File: src/rtl/multi_debouncer_pkg.sv
// multi_debouncer_pkg
//   Shared definitions for the multi-channel debouncer: one-hot state
//   encoding for the per-channel FSM and default qualification lengths
//   for the supported board clocks (20 ms window).
package multi_debouncer_pkg;

  // One-hot, so any corrupted encoding is detectable and can be recovered
  typedef enum logic [3:0] {
    ST_STABLE_LO = 4'b0001,
    ST_PEND_HI   = 4'b0010,
    ST_STABLE_HI = 4'b0100,
    ST_PEND_LO   = 4'b1000
  } deb_state_t;

  localparam int DEB_CYC_25MHZ_20MS  = 500000;
  localparam int DEB_CYC_50MHZ_20MS  = 1000000;
  localparam int DEB_CYC_100MHZ_20MS = 2000000;  // needs CNT_W >= 21

  // Qualification length for a given clock (kHz) and window (ms)
  function automatic int deb_cycles(input int clk_khz, input int window_ms);
    return clk_khz * window_ms;
  endfunction

endpackage

File: src/rtl/multi_debouncer_if.sv
// multi_debouncer_if
//   Bundles the per-channel raw inputs and conditioned outputs.
//   master : source of sig_in, consumer of sig_out/rise/fall/any_change
//   slave  : the debouncer itself
interface multi_debouncer_if #(
  parameter int N_CH = 8
);
  logic [N_CH-1:0] sig_in;
  logic [N_CH-1:0] sig_out;
  logic [N_CH-1:0] rise;
  logic [N_CH-1:0] fall;
  logic            any_change;

  modport master (output sig_in, input sig_out, rise, fall, any_change);
  modport slave  (input sig_in, output sig_out, rise, fall, any_change);
endinterface

File: src/rtl/debounce_channel.sv
// debounce_channel
//   Synchronizer, stability counter and FSM for one mechanical input.
//   Ports:
//     clk, rst_n  : clock, async active-low reset
//     sig_in      : raw asynchronous input
//     sig_out     : debounced level (registered)
//     rise, fall  : one-cycle pulses on sig_out edges (registered)
//     change_nxt  : value rise|fall will take on the next edge, so the
//                   parent can register an aggregate flag in step
//
//   state        | meaning
//   -------------+------------------------------------------------
//   ST_STABLE_LO | output low, synchronized input low
//   ST_PEND_HI   | output low, input high, counting toward accept
//   ST_STABLE_HI | output high, synchronized input high
//   ST_PEND_LO   | output high, input low, counting toward accept
module debounce_channel
  import multi_debouncer_pkg::*;
#(
  parameter int   CNT_W           = 20,
  parameter int   DEBOUNCE_CYCLES = 1000000,
  parameter int   SYNC_STAGES     = 2,
  parameter logic RESET_LEVEL     = 1'b0
) (
  input  logic clk,
  input  logic rst_n,
  input  logic sig_in,
  output logic sig_out,
  output logic rise,
  output logic fall,
  output logic change_nxt
);

  localparam logic [CNT_W-1:0] CNT_TC  = CNT_W'(DEBOUNCE_CYCLES - 1);
  localparam deb_state_t       ST_RST  = RESET_LEVEL ? ST_STABLE_HI : ST_STABLE_LO;

  logic [SYNC_STAGES-1:0] sync_q;
  logic                   s;

  deb_state_t       state_q, state_nxt;
  logic [CNT_W-1:0] cnt_q, cnt_nxt;
  logic             sig_out_q, sig_out_nxt;
  logic             rise_q, rise_nxt;
  logic             fall_q, fall_nxt;

  always_ff @(posedge clk or negedge rst_n) begin
    if (!rst_n) begin
      sync_q <= {SYNC_STAGES{RESET_LEVEL}};
    end else begin
      sync_q <= {sync_q[SYNC_STAGES-2:0], sig_in};
    end
  end

  assign s = sync_q[SYNC_STAGES-1];

  // State register (also holds counter and registered outputs)
  always_ff @(posedge clk or negedge rst_n) begin
    if (!rst_n) begin
      state_q   <= ST_RST;
      cnt_q     <= '0;
      sig_out_q <= RESET_LEVEL;
      rise_q    <= 1'b0;
      fall_q    <= 1'b0;
    end else begin
      state_q   <= state_nxt;
      cnt_q     <= cnt_nxt;
      sig_out_q <= sig_out_nxt;
      rise_q    <= rise_nxt;
      fall_q    <= fall_nxt;
    end
  end

  // Next-state and counter
  always_comb begin
    state_nxt = state_q;
    cnt_nxt   = '0;
    case (state_q)
      ST_STABLE_LO: begin
        if (s) begin
          state_nxt = ST_PEND_HI;
          cnt_nxt   = CNT_W'(1);
        end
      end
      ST_PEND_HI: begin
        if (!s) begin
          state_nxt = ST_STABLE_LO;
        end else if (cnt_q == CNT_TC) begin
          state_nxt = ST_STABLE_HI;
        end else begin
          cnt_nxt = cnt_q + CNT_W'(1);
        end
      end
      ST_STABLE_HI: begin
        if (!s) begin
          state_nxt = ST_PEND_LO;
          cnt_nxt   = CNT_W'(1);
        end
      end
      ST_PEND_LO: begin
        if (s) begin
          state_nxt = ST_STABLE_HI;
        end else if (cnt_q == CNT_TC) begin
          state_nxt = ST_STABLE_LO;
        end else begin
          cnt_nxt = cnt_q + CNT_W'(1);
        end
      end
      // Corrupted encoding: fall back to the stable state matching the
      // level already presented, so recovery never glitches sig_out.
      default: begin
        state_nxt = sig_out_q ? ST_STABLE_HI : ST_STABLE_LO;
      end
    endcase
  end

  // Outputs, computed one edge early and registered above
  always_comb begin
    sig_out_nxt = (state_nxt == ST_STABLE_HI) || (state_nxt == ST_PEND_LO);
    rise_nxt    = (state_q == ST_PEND_HI) && (state_nxt == ST_STABLE_HI);
    fall_nxt    = (state_q == ST_PEND_LO) && (state_nxt == ST_STABLE_LO);
  end

  assign sig_out    = sig_out_q;
  assign rise       = rise_q;
  assign fall       = fall_q;
  assign change_nxt = rise_nxt | fall_nxt;

endmodule

File: src/rtl/multi_debouncer.sv
// multi_debouncer
//   N_CH independent debounce channels plus a registered aggregate
//   change flag for the note/voice allocator.
//   Ports:
//     clk, rst_n : clock, async active-low reset
//     dbus       : slave side of multi_debouncer_if
//                  (sig_in in; sig_out, rise, fall, any_change out)
module multi_debouncer
  import multi_debouncer_pkg::*;
#(
  parameter int   N_CH            = 8,
  parameter int   CNT_W           = 20,
  parameter int   DEBOUNCE_CYCLES = DEB_CYC_50MHZ_20MS,
  parameter int   SYNC_STAGES     = 2,
  parameter logic RESET_LEVEL     = 1'b0
) (
  input  logic               clk,
  input  logic               rst_n,
  multi_debouncer_if.slave   dbus
);

  logic [N_CH-1:0] sig_out_w;
  logic [N_CH-1:0] rise_w;
  logic [N_CH-1:0] fall_w;
  logic [N_CH-1:0] change_nxt_w;
  logic            any_change_q;

  for (genvar i = 0; i < N_CH; i++) begin : g_ch
    debounce_channel #(
      .CNT_W           (CNT_W),
      .DEBOUNCE_CYCLES (DEBOUNCE_CYCLES),
      .SYNC_STAGES     (SYNC_STAGES),
      .RESET_LEVEL     (RESET_LEVEL)
    ) u_ch (
      .clk        (clk),
      .rst_n      (rst_n),
      .sig_in     (dbus.sig_in[i]),
      .sig_out    (sig_out_w[i]),
      .rise       (rise_w[i]),
      .fall       (fall_w[i]),
      .change_nxt (change_nxt_w[i])
    );
  end

  // Registered from the channels' next-edge pulses so it lines up
  // with rise/fall in the same cycle.
  always_ff @(posedge clk or negedge rst_n) begin
    if (!rst_n) begin
      any_change_q <= 1'b0;
    end else begin
      any_change_q <= |change_nxt_w;
    end
  end

  assign dbus.sig_out    = sig_out_w;
  assign dbus.rise       = rise_w;
  assign dbus.fall       = fall_w;
  assign dbus.any_change = any_change_q;

endmodule

File: src/flat_wrapper.sv
// flat-port wrapper written by rule: the top's interface ports become plain ports
module multi_debouncer_flat import multi_debouncer_pkg::*;
#(
  parameter int   N_CH            = 8,
  parameter int   CNT_W           = 20,
  parameter int   DEBOUNCE_CYCLES = DEB_CYC_50MHZ_20MS,
  parameter int   SYNC_STAGES     = 2,
  parameter logic RESET_LEVEL     = 1'b0
)
  (clk, rst_n, dbus_sig_in, dbus_sig_out, dbus_rise, dbus_fall, dbus_any_change);
  multi_debouncer_if #(.N_CH(N_CH)) dbus_i ();
  input  logic clk;
  input  logic rst_n;
  input wire logic [$bits(dbus_i.sig_in)-1:0] dbus_sig_in;
  output wire logic [$bits(dbus_i.sig_out)-1:0] dbus_sig_out;
  output wire logic [$bits(dbus_i.rise)-1:0] dbus_rise;
  output wire logic [$bits(dbus_i.fall)-1:0] dbus_fall;
  output wire logic [$bits(dbus_i.any_change)-1:0] dbus_any_change;
  assign dbus_i.sig_in = dbus_sig_in;
  assign dbus_sig_out = dbus_i.sig_out;
  assign dbus_rise = dbus_i.rise;
  assign dbus_fall = dbus_i.fall;
  assign dbus_any_change = dbus_i.any_change;
  multi_debouncer #(.N_CH(N_CH), .CNT_W(CNT_W), .DEBOUNCE_CYCLES(DEBOUNCE_CYCLES), .SYNC_STAGES(SYNC_STAGES), .RESET_LEVEL(RESET_LEVEL)) u_core (.clk(clk), .rst_n(rst_n), .dbus(dbus_i));
endmodule
File: config.mk
export PLATFORM = sky130hd
export DESIGN_NAME = multi_debouncer_flat
export DESIGN_NICKNAME = d
export VERILOG_FILES = /design/src/rtl/multi_debouncer_pkg.sv /design/src/rtl/multi_debouncer_if.sv /design/src/rtl/debounce_channel.sv /design/src/rtl/multi_debouncer.sv /design/src/flat_wrapper.sv
export SDC_FILE = /design/constraint.sdc
export NUM_CORES = 1
export LEC_CHECK = 0
export BUFFER_PORTS_ARGS = -buffer_cell sky130_fd_sc_hd__buf_2
export CORE_ASPECT_RATIO = 0.8
export CORE_MARGIN = 1.5
export CORE_UTILIZATION = 50
export DETAILED_ROUTE_END_ITERATION = 16
export GPL_TIMING_DRIVEN = 1
export PLACE_DENSITY = 0.66
export SYNTH_ARGS = -nofsm -noshare
export SYNTH_HDL_FRONTEND = slang
export SYNTH_SLANG_ARGS = --single-unit
File: constraint.sdc
create_clock -name clk -period 6.3 [get_ports clk]
set_clock_uncertainty 0.05 [all_clocks]
set_input_delay 0.63 -clock clk [delete_from_list [all_inputs] [get_ports clk]]
set_output_delay 0.63 -clock clk [all_outputs]
set_load 0.02 [all_outputs]
==> impl_metrics.py <==
metrics = {
    "global_routing": {
        "grt_max_degree": 156,
        "antenna_found_initial": 0,
        "grt_usage_pct": 18.77,
        "grt_pass1_wl_mm": 39.61,
        "grt_pass1_vias": 7928,
        "grt_overflow": 0,
    },
    "logic_synthesis": {
        "yosysSeqAreaShare_pct": 48.56,
        "avgSynthCellArea_sq_um": 9.448,
        "ys.flop_type": "dfrtp_1",
        "ys_warn_count": 0,
        "yosys_register_bits": 233,
        "syn_nets": 1291,
        "synthCells": 1273,
        "synth_cell_types": 71,
        "syn-cell-area_sq_mm": 0.01203,
        "ys_async_sr_fraction_pct": 100.0,
        "synth_edf_count": 0,
    },
    "finish": {
        "final_common_cell": "dfrtp_1",
        "diodes": 0,
        "layout_common_cells": "dfrtp_1 (225), nor2_1 (216), xnor2_1 (83), nand2_1 (76), xor2_1 (73)",
        "nets": 1268,
        "drive_gt1_share_pct": 7.565,
        "stdcell_count": 1581,
        "syn_to_final_growth_pct": 7.729,
    },
    "clock_network": {
        "cts_setup_buffers": 0,
        "clock_path_buffers": 3,
        "cts_num_sinks": 233,
        "cts_tree": "done",
        "clk_latency_ns": 0.52,
        "post_cts_resized": 0,
        "root_buffer": "clkbuf_16",
        "clkTransAtPathRegs_ns": 0.05,
        "cts_buffers": 26,
        "ctsHtreeMaxLevel": 1,
        "hold_buffers": 0,
    },
    "power_and_ir_drop": {
        "p_leak_nw": 5.125,
        "internal_power_mw": 2.591,
        "p_per_area_mw_per_mm2": 274.1,
        "swShare_pct": 27.03,
        "peakVddDrop_uv": 211.9,
        "pwr-share-comb_pct": 11.6,
        "seqPwrFrac_pct": 48.7,
        "clock_power_share_pct": 39.7,
        "switching_power_mw": 0.9600,
    },
    "floorplan": {
        "io_pins": 35,
        "rows": 50,
        "fp.coreArea_sq_mm": 0.02352,
        "die_w_microns": 176.4,
        "die_area_sq_mm": 0.02500,
        "die_h_microns": 141.7,
        "start_util_pct": 51.13,
    },
    "sta": {
        "finalCriticalPeriod_ns": 2.551,
        "slew_violations": 0,
        "post-route-period-util_pct": 40.49,
        "fin_tns_setup_ns": 0,
        "finalHoldViolations": 0,
        "slew_headroom_pct": 38.29,
        "clock.fmax_mhz": 392.0,
        "setup_viol": 0,
        "tightest_slew_ns": 0.9172,
        "grt_setup_unrepaired": "false",
        "setup_ws_ns": 3.749,
    },
    "routing": {
        "routed_wl_mm": 22.52,
        "drt-initial-drc-count": 666,
        "drc": 0,
        "ant_nets": 0,
        "top_signal_layer_used": "met4",
        "wl_per_cell_microns": 14.25,
        "firstDrtPassIters": 5,
        "wl_met2_mm": 9.484,
        "wl_met1_mm": 11.97,
        "met3_length_microns": 688,
        "via_per_inst": 5.448,
        "via_count": 8613,
    },
    "worst_setup_path": {
        "cp-end-kind": "register",
        "rr_startpoint": "u_core.g_ch[4].u_ch.cnt_q[0]$_DFF_PN0_",
        "reg2reg_depth": 6,
        "crit_arrival_ns": 2.86,
        "cp_max_fo": 20,
        "critical_path_class": "register to register",
        "reg2reg_slack_ns": 3.75,
        "r2r_end": "u_core.g_ch[4].u_ch.cnt_q[0]$_DFF_PN0_",
        "start_kind": "register",
        "cp.required_ns": 6.61,
    },
    "hold_path": {
        "min_path_type": "primary input to asynchronous set/reset pin",
    },
    "placement": {
        "place_hpwl_mm": 14.56,
        "place_ws_ns": 3.721,
        "dp.cells": 1534,
        "port_buffers": 34,
        "finalWeightedCongestion": 0.8094,
    },
    "status": {
        "status": "finished clean",
    },
    "job": {
        "drv_cap": 0,
    },
}
layer usage:
metal | GRT usage (%) | up-vias
met5 | 0 | -
met4 | 4.014 | 0
met3 | 2.680 | 30
met2 | 26.59 | 123
met1 | 30.11 | 4118
li1 | - | 4342
cells in the mapped netlist, types with 4 or more instances:
cell type / number / share of area, %
dfrtp_1: 225 / 47
nor2_1: 216 / 6.7
xnor2_1: 83 / 6.0
nand2_1: 76 / 2.4
xor2_1: 73 / 5.3
nand3_1: 71 / 3.0
clkbuf_1: 49 / 1.5
nor3_1: 40 / 1.7
nor2b_1: 38 / 2.0
inv_1: 33 / 1.0
and3_1: 28 / 1.5
o21ai_0: 28 / 1.2
buf_4: 27 / 1.7
nor4_1: 26 / 1.4
a21oi_1: 22 / 0.92
nand4_1: 20 / 1.0
nor3b_1: 15 / 0.94
a22oi_1: 14 / 0.87
nand2b_1: 11 / 0.57
a211oi_1: 9 / 0.56
and4_1: 9 / 0.66
or3_1: 9 / 0.47
a31oi_1: 8 / 0.42
dfstp_2: 8 / 1.7
ha_1: 8 / 0.83
o32ai_1: 8 / 0.58
and2_1: 7 / 0.36
nor4b_1: 7 / 0.51
or2_2: 7 / 0.36
nand3b_1: 6 / 0.37
o221ai_1: 6 / 0.44
buf_2: 5 / 0.21
or4_1: 5 / 0.31
a2111oi_0: 4 / 0.29
a21o_1: 4 / 0.25
nand4b_1: 4 / 0.29
nor4bb_1: 4 / 0.33
critical path, cell delays in order (launching register included):
cell and delay, ns:
dfrtp_1 0.39, ha_1 0.22, nand2_1 0.09, or2_2 0.30, or3_2 0.56, nand2b_1 0.59
o32ai_1 0.20
registers in the layout, summed over array words and instances, names as in the netlist:
signal / cells
u_core.g_ch.u_ch.sig_out: 8
u_core.g_ch.u_ch.rise: 8
u_core.dbus.any_change: 1
u_core.g_ch.u_ch.sync_q: 16
u_core.g_ch.u_ch.cnt_q: 160
u_core.g_ch.u_ch.state_q: 32
u_core.g_ch.u_ch.fall: 8
worst max-delay path by stage:
stage / startpoint / endpoint / slack (ns)
after global routing: u_core.g_ch[4].u_ch.cnt_q[0]$_DFF_PN0_ / u_core.g_ch[4].u_ch.cnt_q[0]$_DFF_PN0_ / 3.55
after floorplan: u_core.g_ch[0].u_ch.cnt_q[13]$_DFF_PN0_ / u_core.g_ch[0].u_ch.cnt_q[10]$_DFF_PN0_ / 4.11
final: u_core.g_ch[4].u_ch.cnt_q[0]$_DFF_PN0_ / u_core.g_ch[4].u_ch.cnt_q[0]$_DFF_PN0_ / 3.75
after detailed placement: u_core.g_ch[7].u_ch.cnt_q[0]$_DFF_PN0_ / u_core.dbus.any_change$_DFF_PN0_ / 3.72
after global placement: u_core.g_ch[7].u_ch.cnt_q[0]$_DFF_PN0_ / u_core.dbus.any_change$_DFF_PN0_ / 3.70
after CTS: u_core.g_ch[7].u_ch.cnt_q[0]$_DFF_PN0_ / u_core.dbus.any_change$_DFF_PN0_ / 3.70
power by group through the flow:
stage | Sequential (mW) | Clock, mW | Combinational, mW
2_1_floorplan | 1.64 | 0 | 0.423
3_3_place_gp | 1.75 | 0 | 0.401
3_5_place_dp | 1.75 | 0 | 0.412
4_1_cts | 1.73 | 1.45 | 0.416
5_1_grt | 1.75 | 1.52 | 0.478
6_report | 1.73 | 1.41 | 0.411
area by class of cell:
class,count,area (sq um)
Clock inverter,1,5.005
Clock buffer,46,787.0
Fill cell,2119,10570
Multi-Input combinational cell,921,5610
Sequential cell,233,5841
Tap cell,312,390.4
Inverter,33,123.9
Timing Repair Buffer,35,200.2
logic make-up after synthesis:
kind of cell    after synthesis  synth area share [%]
simple gates                615                 25.96
flops                       233                 48.56
xor+xnor                    156                 11.36
compound gates              138                 8.156
buf+inv                     119                 4.796
fa+ha+maj                    11                 1.082
mux                           1               0.08322
metrics by stage:
step	util (%)	area, sq um	power [mW]	hold slack [ns]
CTS	55.09	12960	3.596	0.04900
detailed placement	51.72	12170	2.165	0.2858
finish	55.09	12960	3.551	0.04137
floorplan	-	12030	2.062	0.2812
global route	55.09	12960	3.752	0.08317
global placement	51.72	12170	2.151	0.2822
Note: power is estimated with default switching activity, not from simulation.
